File: src/rtl/rm_lane_release_if.sv
// Lane-release tracker bus: allocator grant and commit activity in, per-slot
// lane release events, busy map and dropped-grant count out.
interface rm_lane_release_if #(
    parameter int NUM_LANES  = 4,
    parameter int NUM_EVENTS = 10,
    parameter int NR_COMMIT  = 2,
    parameter int VLEN       = 32
);
    localparam int LW = (NUM_LANES > 1) ? $clog2(NUM_LANES) : 1;

    logic                            flush_i;
    logic                            monitor_ins_i;
    logic [LW-1:0]                   monitor_lane_i;
    logic [VLEN-1:0]                 monitor_pc_i;
    logic [NR_COMMIT-1:0]            commit_valid_i;
    logic [NR_COMMIT-1:0][VLEN-1:0]  commit_pc_i;
    // lane_ctrl per slot: reset_lane flag plus the lane index it frees
    logic [NUM_EVENTS-1:0]           reset_lane_o;
    logic [NUM_EVENTS-1:0][LW-1:0]   reset_lane_idx_o;
    logic [NUM_LANES-1:0]            lane_busy_o;
    logic [15:0]                     overflow_cnt_o;

    modport master (
        output flush_i, monitor_ins_i, monitor_lane_i, monitor_pc_i,
               commit_valid_i, commit_pc_i,
        input  reset_lane_o, reset_lane_idx_o, lane_busy_o, overflow_cnt_o
    );

    modport slave (
        input  flush_i, monitor_ins_i, monitor_lane_i, monitor_pc_i,
               commit_valid_i, commit_pc_i,
        output reset_lane_o, reset_lane_idx_o, lane_busy_o, overflow_cnt_o
    );
endinterface

File: src/rtl/rm_lane_release.sv
// Per-lane lifetime tracker for the runtime-monitor lane pool: one FSM per lane
// (FREE -> PENDING -> ACTIVE -> RELEASE) driving the lane release event slots.
module rm_lane_release #(
    parameter int NUM_LANES    = 4,
    parameter int NUM_EVENTS   = 10,
    parameter int NR_COMMIT    = 2,
    parameter int WINDOW       = 8,
    parameter int PEND_TIMEOUT = 64,
    parameter int VLEN         = 32
) (
    input logic              clk_i,
    input logic              rst_ni,
    rm_lane_release_if.slave bus
);
    localparam int LW = (NUM_LANES > 1) ? $clog2(NUM_LANES) : 1;

    typedef enum logic [1:0] {FREE, PENDING, ACTIVE, RELEASE} lane_state_e;

    lane_state_e                   lane_state [NUM_LANES];
    logic [15:0]                   lane_cnt   [NUM_LANES];
    logic [VLEN-1:0]               lane_pc    [NUM_LANES];
    logic [15:0]                   overflow_cnt;

    logic                          grant_acc;
    logic                          drop;
    logic                          port_taken;
    logic [NUM_LANES-1:0]          take;
    logic [NUM_LANES-1:0]          commit_hit;
    logic [NUM_LANES-1:0]          slot_gnt;
    logic [NUM_LANES-1:0]          busy;
    logic [NUM_EVENTS-1:0]         ev_vld;
    logic [NUM_EVENTS-1:0][LW-1:0] ev_lane;
    int                            n_rel;

    function automatic logic [15:0] sat_inc(input logic [15:0] v);
        return (v == 16'hFFFF) ? v : v + 16'd1;
    endfunction

    // A grant only lands on a FREE lane or one being released this very edge.
    always_comb begin
        grant_acc = bus.monitor_ins_i && !bus.flush_i;
        take      = '0;
        for (int l = 0; l < NUM_LANES; l++) begin
            take[l] = grant_acc && (bus.monitor_lane_i == LW'(l)) &&
                      (lane_state[l] == FREE || lane_state[l] == RELEASE);
        end
        drop = grant_acc && (take == '0);
    end

    always_comb begin
        commit_hit = '0;
        port_taken = 1'b0;
        for (int p = 0; p < NR_COMMIT; p++) begin
            port_taken = 1'b0;
            for (int l = 0; l < NUM_LANES; l++) begin
                if (!port_taken && bus.commit_valid_i[p] && lane_state[l] == PENDING &&
                    lane_pc[l] == bus.commit_pc_i[p]) begin
                    commit_hit[l] = 1'b1;
                    port_taken    = 1'b1;
                end
            end
        end
    end

    // Release requesters fill event slots in ascending lane order; the rest wait.
    always_comb begin
        ev_vld   = '0;
        ev_lane  = '0;
        slot_gnt = '0;
        busy     = '0;
        n_rel    = 0;
        for (int l = 0; l < NUM_LANES; l++) begin
            busy[l] = (lane_state[l] != FREE);
            if (lane_state[l] == RELEASE) begin
                for (int s = 0; s < NUM_EVENTS; s++) begin
                    if (s == n_rel) begin
                        ev_vld[s]  = 1'b1;
                        ev_lane[s] = LW'(l);
                    end
                end
                slot_gnt[l] = (n_rel < NUM_EVENTS);
                n_rel       = n_rel + 1;
            end
        end
    end

    always_ff @(posedge clk_i or negedge rst_ni) begin
        if (!rst_ni) begin
            for (int l = 0; l < NUM_LANES; l++) begin
                lane_state[l] <= FREE;
                lane_cnt[l]   <= '0;
            end
            overflow_cnt <= '0;
        end else begin
            if (drop) overflow_cnt <= sat_inc(overflow_cnt);
            for (int l = 0; l < NUM_LANES; l++) begin
                case (lane_state[l])
                    FREE: begin
                        if (take[l]) begin
                            lane_state[l] <= PENDING;
                            lane_cnt[l]   <= 16'(PEND_TIMEOUT - 1);
                        end
                    end
                    PENDING: begin
                        if (bus.flush_i) begin
                            lane_state[l] <= RELEASE;
                        end else if (commit_hit[l]) begin
                            lane_state[l] <= ACTIVE;
                            lane_cnt[l]   <= 16'(WINDOW - 1);
                        end else if (lane_cnt[l] == '0) begin
                            lane_state[l] <= RELEASE;
                        end else begin
                            lane_cnt[l] <= lane_cnt[l] - 16'd1;
                        end
                    end
                    ACTIVE: begin
                        if (lane_cnt[l] == '0) lane_state[l] <= RELEASE;
                        else                   lane_cnt[l]   <= lane_cnt[l] - 16'd1;
                    end
                    RELEASE: begin
                        if (take[l]) begin
                            lane_state[l] <= PENDING;
                            lane_cnt[l]   <= 16'(PEND_TIMEOUT - 1);
                        end else if (slot_gnt[l]) begin
                            lane_state[l] <= FREE;
                        end
                    end
                    default: lane_state[l] <= FREE;
                endcase
            end
        end
    end

    // Stored PC is data only; its value matters solely while the lane is PENDING.
    always_ff @(posedge clk_i) begin
        for (int l = 0; l < NUM_LANES; l++) begin
            if (take[l]) lane_pc[l] <= bus.monitor_pc_i;
        end
    end

    assign bus.reset_lane_o     = ev_vld;
    assign bus.reset_lane_idx_o = ev_lane;
    assign bus.lane_busy_o      = busy;
    assign bus.overflow_cnt_o   = overflow_cnt;
endmodule

File: src/flat_wrapper.sv
// flat-port wrapper written by rule: the top's interface ports become plain ports
module rm_lane_release_flat 
#(
    parameter int NUM_LANES    = 4,
    parameter int NUM_EVENTS   = 10,
    parameter int NR_COMMIT    = 2,
    parameter int WINDOW       = 8,
    parameter int PEND_TIMEOUT = 64,
    parameter int VLEN         = 32
)
  (clk_i, rst_ni, bus_flush_i, bus_monitor_ins_i, bus_monitor_lane_i, bus_monitor_pc_i, bus_commit_valid_i, bus_commit_pc_i, bus_reset_lane_o, bus_reset_lane_idx_o, bus_lane_busy_o, bus_overflow_cnt_o);
  rm_lane_release_if #(.NUM_LANES(NUM_LANES), .NUM_EVENTS(NUM_EVENTS), .NR_COMMIT(NR_COMMIT), .VLEN(VLEN)) bus_i ();
  input logic clk_i;
  input logic rst_ni;
  input wire logic [$bits(bus_i.flush_i)-1:0] bus_flush_i;
  input wire logic [$bits(bus_i.monitor_ins_i)-1:0] bus_monitor_ins_i;
  input wire logic [$bits(bus_i.monitor_lane_i)-1:0] bus_monitor_lane_i;
  input wire logic [$bits(bus_i.monitor_pc_i)-1:0] bus_monitor_pc_i;
  input wire logic [$bits(bus_i.commit_valid_i)-1:0] bus_commit_valid_i;
  input wire logic [$bits(bus_i.commit_pc_i)-1:0] bus_commit_pc_i;
  output wire logic [$bits(bus_i.reset_lane_o)-1:0] bus_reset_lane_o;
  output wire logic [$bits(bus_i.reset_lane_idx_o)-1:0] bus_reset_lane_idx_o;
  output wire logic [$bits(bus_i.lane_busy_o)-1:0] bus_lane_busy_o;
  output wire logic [$bits(bus_i.overflow_cnt_o)-1:0] bus_overflow_cnt_o;
  assign bus_i.flush_i = bus_flush_i;
  assign bus_i.monitor_ins_i = bus_monitor_ins_i;
  assign bus_i.monitor_lane_i = bus_monitor_lane_i;
  assign bus_i.monitor_pc_i = bus_monitor_pc_i;
  assign bus_i.commit_valid_i = bus_commit_valid_i;
  assign bus_i.commit_pc_i = bus_commit_pc_i;
  assign bus_reset_lane_o = bus_i.reset_lane_o;
  assign bus_reset_lane_idx_o = bus_i.reset_lane_idx_o;
  assign bus_lane_busy_o = bus_i.lane_busy_o;
  assign bus_overflow_cnt_o = bus_i.overflow_cnt_o;
  rm_lane_release #(.NUM_LANES(NUM_LANES), .NUM_EVENTS(NUM_EVENTS), .NR_COMMIT(NR_COMMIT), .WINDOW(WINDOW), .PEND_TIMEOUT(PEND_TIMEOUT), .VLEN(VLEN)) u_core (.clk_i(clk_i), .rst_ni(rst_ni), .bus(bus_i));
endmodule
File: config.mk
export PLATFORM = sky130hd
export DESIGN_NAME = rm_lane_release_flat
export DESIGN_NICKNAME = d
export VERILOG_FILES = /design/src/rtl/rm_lane_release_if.sv /design/src/rtl/rm_lane_release.sv /design/src/flat_wrapper.sv
export SDC_FILE = /design/constraint.sdc
export NUM_CORES = 1
export LEC_CHECK = 0
export CELL_PAD_IN_SITES_DETAIL_PLACEMENT = 1
export CELL_PAD_IN_SITES_GLOBAL_PLACEMENT = 1
export CORE_MARGIN = 10
export CORE_UTILIZATION = 45
export CTS_CLUSTER_SIZE = 28
export DETAILED_ROUTE_END_ITERATION = 10
export HOLD_SLACK_MARGIN = 0.02
export MAX_ROUTING_LAYER = met4
export PLACE_DENSITY = 0.8
export SETUP_SLACK_MARGIN = 0.3
export SLEW_MARGIN = 5
export SYNTH_ARGS = -nofsm -noshare
export SYNTH_HDL_FRONTEND = slang
export SYNTH_SLANG_ARGS = --single-unit
File: constraint.sdc
create_clock -name clk_i -period 7.35 [get_ports clk_i]
set_clock_uncertainty 0.1 [all_clocks]
set_input_delay 0.735 -clock clk_i [delete_from_list [all_inputs] [get_ports clk_i]]
set_output_delay 0.735 -clock clk_i [all_outputs]
set_load 0.05 [all_outputs]
==> flow_metrics.env <==
export IMPL_clkLatencyLatePin_ps=560
export IMPL_synth_ff_type="edfxtp_1"
export IMPL_antenna_found_initial=1
export IMPL_dp_slack_ps=2620
export IMPL_post_detailed_route_wirelength_per_cell_um=26.4
export IMPL_placement_rows=63
export IMPL_critical_path_slowest_cell="clkdlybuf4s50_1"
export IMPL_grt_setup_unrepaired="no"
export IMPL_utilization_pct=54.9
export IMPL_cap_violations=0
export IMPL_worst_slew_pin_transition_ps=1080
export IMPL_viasPerCell=6.06
export IMPL_num_vias=11200
export IMPL_fin_crit_ps=4560
export IMPL_grt_usage_pct=27.0
export IMPL_cell_by_cell_trace_of_the_critical_path="ha_1, inv_1, fa_1, nand2b_1, o21ai_0, nand2_1, o21ai_0, clkdlybuf4s50_1"
export IMPL_synth_seq_area_share_pct=45.2
export IMPL_setup_ws_ps=2790
export IMPL_cp_data_arrival_time_ps=3730
export IMPL_synth_top_area_share_pct=28.7
export IMPL_final_hold_violations=0
export IMPL_area_growth_syn_to_layout_pct=21.0
export IMPL_gp_congestion=1.10
export IMPL_place_port_buffers=147
export IMPL_dp_hpwl_mm=38.5
export IMPL_synth_async_sr_flop_share_pct=40.7
export IMPL_detail_route_drc_violations=0
export IMPL_yosys_warnings=0
export IMPL_run_status="finished, final reports clean"
export IMPL_cts_path_max_buffers=3
export IMPL_gr_total_overflow=0
export IMPL_cts_htree_levels=1
export IMPL_required_time_of_the_worst_setup_path_ps=6510
export IMPL_post_synth_main_area_contributors="edfxtp_1 (29%), dfrtp_1 (16%), xor2_1 (12%)"
export IMPL_crit_end_element="output port"
export IMPL_filler_cell_count=3219
export IMPL_postSynthRegisterBits=216
export IMPL_synthesized_area_um2=13400
export IMPL_timing_critical_path_buf_inv=2
export IMPL_report_final_setup_viol=0
export IMPL_number_of_instances_resized_during_post_cts_repair=0
export IMPL_timing_critical_path_slowest_cell_delay_ps=850
export IMPL_synth_edf_count=128
export IMPL_max_clock_freq_mhz=219
export IMPL_ir_worst_vdd_v=0.000197
export IMPL_clock_tree_from_tritoncts="done"
export IMPL_synth_lib_cells_used_distinct=76
export IMPL_final_setup_tns_ps=0
export IMPL_synth_avg_cell_area_um2=10.3
export IMPL_slew_viol_final=0
export IMPL_die_height_um=192
export IMPL_timing_critical_path_fanout_max=10
export IMPL_cts_clk_slew_worst_paths_ps=60
export IMPL_fin_total_pwr_uw=5470
export IMPL_p_per_area_nw_per_um2=338
export IMPL_ios=154
export IMPL_setup_worst_path_class="reg -> out"
export IMPL_yosysTopAreaCell="edfxtp_1"
export IMPL_clock_buffer_count_from_cts=26
export IMPL_timing_critical_path_from_type="register"
export IMPL_grt_pass1_vias=11800
export IMPL_placeableCoreArea_um2=29500
export IMPL_period_share_pct=62.1
export IMPL_cp_common_cell="o21ai_0"
export IMPL_grt_start_max_net_pins=71
export IMPL_chipWidth_um=192
export IMPL_root_buffer="clkbuf_16"
export IMPL_grt_first_pass_wirelength_mm=73.9
export IMPL_postSynthCellCount=1301
export IMPL_total_leakage_power_uw=0.00598
export IMPL_drt_antenna_violating_nets=0
export IMPL_routed_wirelength_mm=49.0
export IMPL_cpLargestDelayFamily="buffers and inverters"
export IMPL_detail_route_first_pass_iterations=5
export IMPL_initial_core_util_pct=45.4
export IMPL_drtIter0Drc=892
export IMPL_total_number_of_clock_tree_sinks=216
export IMPL_final_nets=1581
export IMPL_maxSlewHeadroom_pct=27.4
export IMPL_final_layout_size_suffix_gt1_share_pct=5.89
export IMPL_die_area_um2=37000
export IMPL_hold_class="reg -> reg"
## state kept, by name (all words and copies together), names as in the netlist
| name | count |
|---|---|
| u_core.bus.overflow_cnt_o | 16 |
| u_core.lane_state | 8 |
| u_core.lane_pc | 128 |
| u_core.lane_cnt | 64 |
## routing by layer
layer  vias to the layer above  track usage (%)  wire length (um)
li1                       5053                -                 -
met2                       386             42.5             22700
met3                        96             4.45              2860
met4                         0             10.2              2050
met5                         -                -                 0
met1                      5681             34.4             21400
## where the power goes
group	internal [uW]	switching, uW	leakage (uW)
Clock	940	562	0.000485
Sequential	1500	217	0.00229
Combinational	797	1460	0.00320
Total	3240	2240	0.00598
## worst register-to-register path, cell delays in order, from the launching register on
cell     delay, ps
dfrtp_1        430
inv_1          140
ha_1           440
nor4_2          80
buf_4          360
or3b_2         520
nor4_1         410
o21ai_1        360
nor3_1         660
nand4_1        210
xnor2_1        160
## logic make-up (layout without fill, tap and decap cells)
| kind of cell | after synthesis | in the layout | synth area share (%) |
|---|---|---|---|
| fa+ha+maj | 36 | 36 | 3.42 |
| mux | 4 | 4 | 0.309 |
| flops | 216 | 216 | 45.2 |
| other cells | 1 | 7 | 0.0280 |
| xor+xnor | 285 | 285 | 18.7 |
| buf+inv | 89 | 244 | 3.09 |
| simple gates | 483 | 483 | 19.8 |
| compound gates | 187 | 187 | 9.52 |
## cell usage in the layout (no fill, tap or decap), drive strengths merged, types with 5 or more instances in the layout
master and n:
nand3 45, inv 45, xor2 189, o21ai 47, and3 7, nand4b 7, or2 7, edfxtp 128
a211oi 5, nor4 79, a31oi 7, nor2 75, clkbuf 32, nand2b 16, nor2b 6, nand2 83
and2 5, nand3b 6, nor3b 6, or4 28, ha 35, buf 7, bufinv 6, a22oi 8
conb 6, clkdlybuf4s50 146, nand4 52, dfrtp 88, or3 15, a21o 8, nor3 35, xnor2 96
a21oi 44, a22o 10, o311ai 5, o22ai 7
## synthesized netlist by cell type (all sizes together), types with 5 or more instances
| library cell | count |
|---|---|
| nand2b | 16 |
| dfrtp | 88 |
| buf | 21 |
| a21oi | 44 |
| clkbuf | 26 |
| or2 | 7 |
| nand4 | 52 |
| a22o | 10 |
| xnor2 | 96 |
| nand3 | 45 |
| or4 | 28 |
| a31oi | 7 |
| o311ai | 5 |
| inv | 42 |
| and2 | 5 |
| a21o | 8 |
| ha | 35 |
| o21ai | 47 |
| nor3b | 6 |
| a211oi | 5 |
| edfxtp | 128 |
| xor2 | 189 |
| nor2b | 6 |
| o22ai | 7 |
| nor2 | 75 |
| a22oi | 8 |
| nand2 | 83 |
| and3 | 7 |
| nor4 | 79 |
| nand3b | 6 |
| or3 | 15 |
| nor3 | 35 |
| nand4b | 7 |
## stage by stage
step / hold WS (ps) / cells / cell area (um^2)
3_3_place_gp: 379 / 1802 / 15200
2_1_floorplan: 339 / 1306 / 13400
5_1_grt: 427 / 1852 / 16200
4_1_cts: 401 / 1851 / 16200
3_5_place_dp: 390 / 1802 / 15200
6_report: 403 / 1852 / 16200
## repair_timing
| item | CTS | global route |
|---|---|---|
| hold buffers | 1 | 0 |
| hold endpoints to repair | 18 | 0 |
| setup endpoints to repair | 0 | 0 |
| setup buffers | 0 | 0 |
## cell type report
cell class,count,area (um^2),area share [%]
antenna,1,2.50,0.0155
clock buffer,32,749,4.63
clock inverter,16,258,1.59
inverter,42,158,0.974
multi-input combinational,1001,6960,43.0
sequential,216,6050,37.3
tap,390,488,3.01
timing repair buffer,154,1520,9.41
## worst paths after layout
kind | from | to | slack, ps | depth (start not counted)
setup / recovery | u_core.lane_state[3]$_DFFE_PN0P_ | bus_reset_lane_o[3] | 2790 | 8
hold / removal | u_core.lane_cnt[7]$_DFFE_PN0P_ | u_core.lane_cnt[7]$_DFFE_PN0P_ | 400 | 1
setup reg to reg | u_core.lane_state[7]$_DFFE_PN0P_ | u_core.bus.overflow_cnt_o[14]$_DFFE_PN0P_ | 3370 | 10
hold reg to reg | u_core.lane_cnt[7]$_DFFE_PN0P_ | u_core.lane_cnt[7]$_DFFE_PN0P_ | 400 | 1
max in group asynchronous | rst_ni | u_core.lane_cnt[61]$_DFFE_PN0P_ | 5370 | 3
min in group asynchronous | rst_ni | u_core.lane_cnt[3]$_DFFE_PN0P_ | 510 | 2
Power figures use the tool's default switching activity.
